[config.mk]
export PLATFORM = sky130hd
export DESIGN_NAME = conv_encoder_punct
export DESIGN_NICKNAME = d
export VERILOG_FILES = /design/src/rtl/conv_encoder_punct.sv
export SDC_FILE = /design/constraint.sdc
export NUM_CORES = 1
export LEC_CHECK = 0
export ABC_AREA = 1
export CORE_MARGIN = 2
export CORE_UTILIZATION = 40
export CTS_CLUSTER_DIAMETER = 50
export CTS_CLUSTER_SIZE = 40
export DETAILED_ROUTE_END_ITERATION = 10
export GPL_ROUTABILITY_DRIVEN = 0
export GPL_TIMING_DRIVEN = 0
export PLACE_DENSITY = 0.71
export SLEW_MARGIN = 20
export SYNTH_ARGS = -nofsm -noshare
export SYNTH_HDL_FRONTEND = slang
export SYNTH_SLANG_ARGS = --single-unit
[constraint.sdc]
create_clock -name clock1_i -period 2.1 [get_ports clock1_i]
set_input_delay 0.315 -clock clock1_i [delete_from_list [all_inputs] [get_ports clock1_i]]
set_output_delay 0.315 -clock clock1_i [all_outputs]
set_load 0.02 [all_outputs]
[src/rtl/conv_encoder_punct.sv]
// K=7 (133/171) convolutional encoder with 802.11a puncturing; first coded bit one cycle after input accept, six zero tail bits appended.
// Backpressure: out_bit_o/out_last_o hold while out_ready_i is low; in_ready_o only in LOAD, never while emitting.
module conv_encoder_punct (
    input  logic       clock1_i,
    input  logic       reset_n_i,
    input  logic       start_i,
    input  logic [1:0] rate_i,
    input  logic       in_valid_i,
    input  logic       in_bit_i,
    input  logic       in_last_i,
    output logic       in_ready_o,
    output logic       out_valid_o,
    output logic       out_bit_o,
    output logic       out_last_o,
    input  logic       out_ready_i,
    output logic       busy_o
);

    typedef enum logic [1:0] {IDLE, LOAD, EMIT_A, EMIT_B} state_t;

    state_t     state_q, state_d;
    logic [1:0] rate_q, rate_d;     // doubles as the last puncture phase index
    logic [6:1] sr_q, sr_d;
    logic [1:0] ph_q, ph_d;
    logic [2:0] tail_q, tail_d;
    logic       last_q, last_d;
    logic       a_q, a_d;
    logic       b_q, b_d;
    logic       keep_b_q, keep_b_d;
    logic       enc_en, enc_bit, bit_done, final_bit;

    always_ff @(posedge clock1_i) begin
        if (!reset_n_i) begin
            state_q  <= IDLE;
            rate_q   <= 2'd0;
            sr_q     <= '0;
            ph_q     <= 2'd0;
            tail_q   <= 3'd0;
            last_q   <= 1'b0;
            a_q      <= 1'b0;
            b_q      <= 1'b0;
            keep_b_q <= 1'b0;
        end else begin
            state_q  <= state_d;
            rate_q   <= rate_d;
            sr_q     <= sr_d;
            ph_q     <= ph_d;
            tail_q   <= tail_d;
            last_q   <= last_d;
            a_q      <= a_d;
            b_q      <= b_d;
            keep_b_q <= keep_b_d;
        end
    end

    always_comb begin
        state_d  = state_q;
        rate_d   = rate_q;
        sr_d     = sr_q;
        ph_d     = ph_q;
        tail_d   = tail_q;
        last_d   = last_q;
        a_d      = a_q;
        b_d      = b_q;
        keep_b_d = keep_b_q;
        enc_en   = 1'b0;
        enc_bit  = 1'b0;
        bit_done = 1'b0;

        case (state_q)
            IDLE: begin
                if (start_i) begin
                    rate_d  = (rate_i == 2'd3) ? 2'd0 : rate_i;
                    sr_d    = '0;
                    ph_d    = 2'd0;
                    tail_d  = 3'd0;
                    last_d  = 1'b0;
                    state_d = LOAD;
                end
            end
            LOAD: begin
                if (in_valid_i) begin
                    enc_en  = 1'b1;
                    enc_bit = in_bit_i;
                    last_d  = in_last_i;
                end
            end
            EMIT_A: begin
                if (out_ready_i) begin
                    if (keep_b_q) state_d = EMIT_B;
                    else          bit_done = 1'b1;
                end
            end
            EMIT_B: begin
                if (out_ready_i) bit_done = 1'b1;
            end
            default: state_d = IDLE;
        endcase

        // Decide on the final transfer itself so tail bits follow without a bubble.
        if (bit_done) begin
            if (!last_q) begin
                state_d = LOAD;
            end else if (tail_q != 3'd6) begin
                enc_en  = 1'b1;
                enc_bit = 1'b0;
                tail_d  = tail_q + 3'd1;
            end else begin
                state_d = IDLE;
            end
        end

        if (enc_en) begin
            a_d      = enc_bit ^ sr_q[2] ^ sr_q[3] ^ sr_q[5] ^ sr_q[6];
            b_d      = enc_bit ^ sr_q[1] ^ sr_q[2] ^ sr_q[3] ^ sr_q[6];
            sr_d     = {sr_q[5:1], enc_bit};
            keep_b_d = (ph_q == 2'd0);
            ph_d     = (ph_q == rate_q) ? 2'd0 : ph_q + 2'd1;
            state_d  = (ph_q != 2'd2) ? EMIT_A : EMIT_B;
        end
    end

    assign final_bit   = (state_q == EMIT_B) || ((state_q == EMIT_A) && !keep_b_q);
    assign in_ready_o  = (state_q == LOAD);
    assign out_valid_o = (state_q == EMIT_A) || (state_q == EMIT_B);
    assign out_bit_o   = (state_q == EMIT_A) ? a_q : ((state_q == EMIT_B) ? b_q : 1'b0);
    assign out_last_o  = final_bit && (tail_q == 3'd6);
    assign busy_o      = (state_q != IDLE);

endmodule

# --- After elaboration in Yosys (flattened, before gate mapping) ---
# Index checks and enable logic that the tools add are counted.
word_totals:
  out_inout_bits: 5
  regBits: 19
classes:
  muxes: 41
  reduce_logical: 14
  n_eq_ne: 10
  bitwise_logic: 8
  add_sub_neg: 2
op_table:
  columns: ["op", "count"]
  rows:
  - ["2-to-1 mux 2 bit", 12]
  - ["2-to-1 mux 1 bit", 18]
  - ["2-to-1 mux 6 bit", 3]
  - ["2-to-1 mux 3 bit", 5]
  - ["nonzero test 2 bit", 4]
  - ["bitwise XOR 1 bit", 8]
  - ["equality test 2 bit (second input constant)", 3]
  - ["!= test 2 bit (second input constant)", 3]
  - ["zero test 2 bit", 2]
  - ["case mux 1 bit (2 select lines)", 2]
  - ["case mux 2 bit (2 select lines)", 1]
  - ["AND reduction 2 bit", 2]
  - ["adder 3 x 1 -> 3 bit (second input constant)", 1]
  - ["equality test 3 bit (second input constant)", 1]
  - ["!= test 3 bit (second input constant)", 1]
  - ["AND reduction 3 bit", 1]
  - ["adder 2 x 1 -> 2 bit (second input constant)", 1]
  - ["equality test 2 x 1 -> 1 bit (second input constant)", 1]
  - ["equality test 2 bit", 1]
  - ["logical AND 1 bit", 2]
  - ["logical OR 1 bit", 2]
  - ["zero test 1 bit", 1]

# --- Longest topological paths before layout ---
# Gate-level depths: netlist (run 1).
depth:
  depth_word: 9
  depth_mapped: 9

# --- Worst setup path before layout (run 1) ---
# Ideal clock, no wire load.
synth_timing:
  path_kind: "register -> register"
  start: "register tail_q[0]"
  end: "register ph_q[1]"
  n_path_buf: 1
  setup_time_ps: 139
  synth_period_minus_slack_ps: 1460
  t_required_ps: 1961
  setup_slack_ps: 640
  path_stages_with_launch: 8
  t_arrival_ps: 1321
  path_cell_list: "dfxtp_1 -> inv_1 -> ha_1 -> a21oi_1 -> nand2_4 -> buf_2 -> nand3_1 -> a21oi_2"
synth_between:
  elab_chain_len: 6
  word_cells_on_any_way: 8
synth_lines:
  columns: ["item", "line", "rtl"]
  rows:
  - ["from (decl)", "25", "logic [2:0] tail_q, tail_d;"]
  - ["from (signal assigned)", "48", "tail_q <= tail_d;"]
  - ["!= test 3 bit (*)", "104", "end else if (tail_q != 3'd6) begin"]
  - ["2-to-1 mux 1 bit (*)", "104", null]
  - ["2-to-1 mux 1 bit (*)", "102", "if (!last_q) begin"]
  - ["2-to-1 mux 1 bit (*)", "101", "if (bit_done) begin"]
  - ["nonzero test 2 bit (no line)", null, null]
  - ["AND reduction 2 bit (no line)", null, null]
  - ["to (signal assigned)", "47", "ph_q <= ph_d;"]
  - ["to (decl)", "24", "logic [1:0] ph_q, ph_d;"]
# Mark *: on every way between the ends. The rest lies on a longest branch, timed or not.
# A chain may end at the register's enable or synchronous reset.

# --- Worst setup path after layout (run 1) ---
layout_timing:
  start: "register state_q[1]"
  end: "output out_bit_o"
layout_between:
  elab_chain_len: 3
  word_cells_on_any_way: 4
layout_lines:
  columns: ["item", "line", "rtl"]
  rows:
  - ["from (decl)", "21", "state_t state_q, state_d;"]
  - ["from (signal assigned)", "44", "state_q <= state_d;"]
  - ["equality test 2 bit", "126", "assign out_bit_o = (state_q == EMIT_A) ? a_q : ((state_q == EMIT_B) ? b_q : 1'b0);"]
  - ["2-to-1 mux 1 bit", "126", null]
  - ["2-to-1 mux 1 bit (*)", "126", null]
  - ["to (decl)", "13", "output logic out_bit_o,"]
# Marked as above.

==> results of run 1 <==
## final cells by class
class / count / area (um^2)
multi-input combinational: 108 / 624.3
inverter: 25 / 93.84
buffer: 4 / 33.78
timing repair buffer: 13 / 132.6
sequential: 19 / 380.4
tap: 31 / 38.79
fill: 283 / 1404
clock buffer: 4 / 26.28
## layout by cell type, fill, tap and decap left out, types with 2 or more instances in the layout
master / Yosys / final
a21oi_1: 11 / 11
a21oi_2: 7 / 7
buf_2: 2 / 2
clkbuf_1: 1 / 2
clkbuf_4: 0 / 3
clkdlybuf4s50_1: 0 / 12
dfxtp_1: 19 / 19
ha_1: 4 / 4
inv_1: 21 / 21
inv_2: 4 / 4
nand2_1: 29 / 29
nand2_2: 7 / 7
nand2_4: 2 / 2
nand3_1: 19 / 19
nand3_2: 2 / 2
nor2_1: 10 / 10
o21ai_0: 5 / 5
xor2_1: 3 / 3
## kinds of logic after synthesis
logic type,Yosys count
compound gates,26
xor+xnor,4
fa+ha+maj,4
buf+inv,29
flops,19
simple gates,74
## final timing paths
| check | start | to | cells past startpoint |
|---|---|---|---|
| worst max-delay path | state_q[1] | out_bit_o | 3 |
| worst min-delay path | sr_q[4] | sr_q[5] | 2 |
| worst max register to register | tail_q[0] | sr_q[5] | 7 |
| worst min register to register | sr_q[4] | sr_q[5] | 2 |
## sequential cells by signal (all words and copies together), names as in the netlist
register  flops
tail_q        3
sr_q          6
ph_q          2
rate_q        2
state_q       2
last_q        1
b_q           1
a_q           1
keep_b_q      1
## worst min-delay path, cell delays in order, from the launching register on
cell	delay, ns
dfxtp_1	0.34
nand2_2	0.07
a21oi_2	0.04
## metrics by stage
stage | power [W] | instance area (um^2) | worst slack (ns) | hold WS (ns) | cells
after detailed placement | 0.0006950 | 1301 | 0.2873 | 0.4620 | 200
after global placement | 0.0006886 | 1301 | 0.3266 | 0.4543 | 200
after floorplan | 0.0006127 | 1132 | 0.6395 | 0.4397 | 156
after CTS | 0.0008813 | 1328 | 0.06928 | 0.4814 | 204
after global routing | 0.0009244 | 1330 | 0.06893 | 0.5090 | 204
final | 0.0008728 | 1330 | 0.1693 | 0.4768 | 204
## power by group through the flow
| stage | clock network, W | registers (W) | logic [W] |
|---|---|---|---|
| 2_1_floorplan | 0 | 0.000413 | 0.000199 |
| 3_3_place_gp | 0 | 0.000418 | 0.000271 |
| 3_5_place_dp | 0 | 0.000419 | 0.000276 |
| 4_1_cts | 0.000194 | 0.000411 | 0.000277 |
| 5_1_grt | 0.000202 | 0.000414 | 0.000308 |
| 6_report | 0.000186 | 0.000411 | 0.000276 |
## metal layers
metal | global-route usage (%) | part of all wire, % | vias up
met5 | 0 | 0 | -
met1 | 18.28 | 47 | 452
li1 | - | - | 529
met4 | 5.648 | 2.0 | 0
met3 | 1.587 | 4.1 | 6
met2 | 25.29 | 47 | 22
==> impl_results.md, run 1 <==
- Row count: 19
- Sw Share: 34.28%
- CTS tree: done
- Final hold violation count: 0
- Max cap viols: 0
- Root Buffer: clkbuf_4
- Post-synthesis mux area share: 0%
- Slew headroom: 58.19%
- Worst Skew: 0.002255 ns
- Height of the die: 57.21 um
- Worst-path maximum fanout: 6
- Part of the power in the clock network: 21.3%
- RSZ-0062 raised after global routing: false
- Share of the synthesized area in the top cell type: 33.59%
- DRT iter0 DRCs: 37
- Netlist Area Pre-Place: 0.001132 mm^2
- Total gr overflow: 0
- Top FF cell, synth: dfxtp_1
- Sequential power share: 47.1%
- First-pass GRT wire length: 3850 um
- Ports: 14
- ANT nets after route: 0
- Detailed placement HPWL: 1762 um
- Hold_buf cts: 0
- Remaining DRCs: 0
- Setup TNS: 0 ns
- CP endpoint kind: primary output
- DR WL/cell: 11.01 um
- Max VDD drop: 0.3613 mV
- Num CTS Buffers: 3
- Port bufs: 13
- # nets final: 187
- H-tree lvl count: 1
- Overall global routing resource usage: 14.49%
- Psw: 0.0002992 W
- Pleak: 0.5982 nW
- Post-CTS sizing: 0
- Initial Util: 41.42%
- Internal power: 0.0005736 W
- Comb power frac: 31.6%
- Initial antenna violation count: 0
- Sequential fraction of the synthesis area: 33.59%
- Setup CP Type: flip-flop to primary output
- Power Density: 656.2 mW/mm^2
- Largest family of logic cells by synthesized area: simple AND/OR/NAND/NOR gates
- Fin util: 48.65%
- Tcrit/Tclk final: 91.94%
- Number of synthesized flops with an enable pin: 0
- Core ar.: 0.002734 mm^2
- Cells taking the most area after synthesis: dfxtp_1 (34%), nand2_1 (9.6%), nand3_1 (8.4%)
- CP startpoint kind: flip-flop
- DIE AREA: 0.003272 mm^2
- Post-Synth Adder-Cell Area: 4.420%
- Area delta synth->final: 17.46%
- Largest net degree at the start of global routing: 11
- Critical-path cell list: o21ai_0 > a21oi_1 > clkdlybuf4s50_1
- Most common cell in the netlist: nand2_1
- Critical path buffers and inverters: 1
- Ant diodes: 0
- Post-Synth XOR/XNOR Area: 3.094%
- Crit-path max cell delay: 0.61 ns
- Worst-Margin Slew: 0.6271 ns
- Simple-gate portion of the synthesized area: 32.15%
- Die W: 57.21 um
- Critical path data required time: 1.78 ns
- Area leader, netlist: dfxtp_1
- Outcome: completed
- Post-synthesis compound-gate area fraction: 15.47%
- Final worst path period need: 1.931 ns
- Drt first pass iters: 4
- Post-CTS Setup Bufs: 0
- Vias in the first global route: 925
- Mapped Cells: 156
- Post-Syn Nets: 169
- Mean number of vias per cell: 4.946
- Asr flop ratio synth: 0%
- Via count: 1009
- Top post-synthesis cells by count: nand2_1 (29), inv_1 (21), dfxtp_1 (19), nand3_1 (19), a21oi_1 (11)
- Worst Hold Class: flip-flop to flip-flop
- Max Clk Rate: 518.0 MHz
- YS warnings: 0
- Critical path data arrival time: 1.62 ns
- Clock sinks: 19
- Critical path's slowest cell: clkdlybuf4s50_1
- Layout cells sized above 1: 17.92%
- Crit path max-delay family: buffers and inverters
- Synthesized area per cell: 7.259 um^2
- Worst skew pair latency: 0.29 ns
- Clk buf depth: 2
- Reg2Reg Setup Slack: 0.46 ns
- Reg clk slew, reported paths: 0.11 ns
- Yosys cell types: 26
- Flops & latches, synth: 19
- Fin. max-slew vios: 0
- Setup violators final: 0
- DRT Wirelength: 2246 um
No activity file was read; power rests on OpenSTA's default activity.
==> run 2, diff against run 1 <==
- SKIP_CTS_REPAIR_TIMING: default -> 1
==> results of run 2 <==
Final layout, timing and power as in run 1 (identical DEF).
==> run 3, diff against run 2 <==
- CAP_MARGIN: default -> 10
==> results of run 3 <==
Final layout, timing and power as in run 1 (identical DEF).
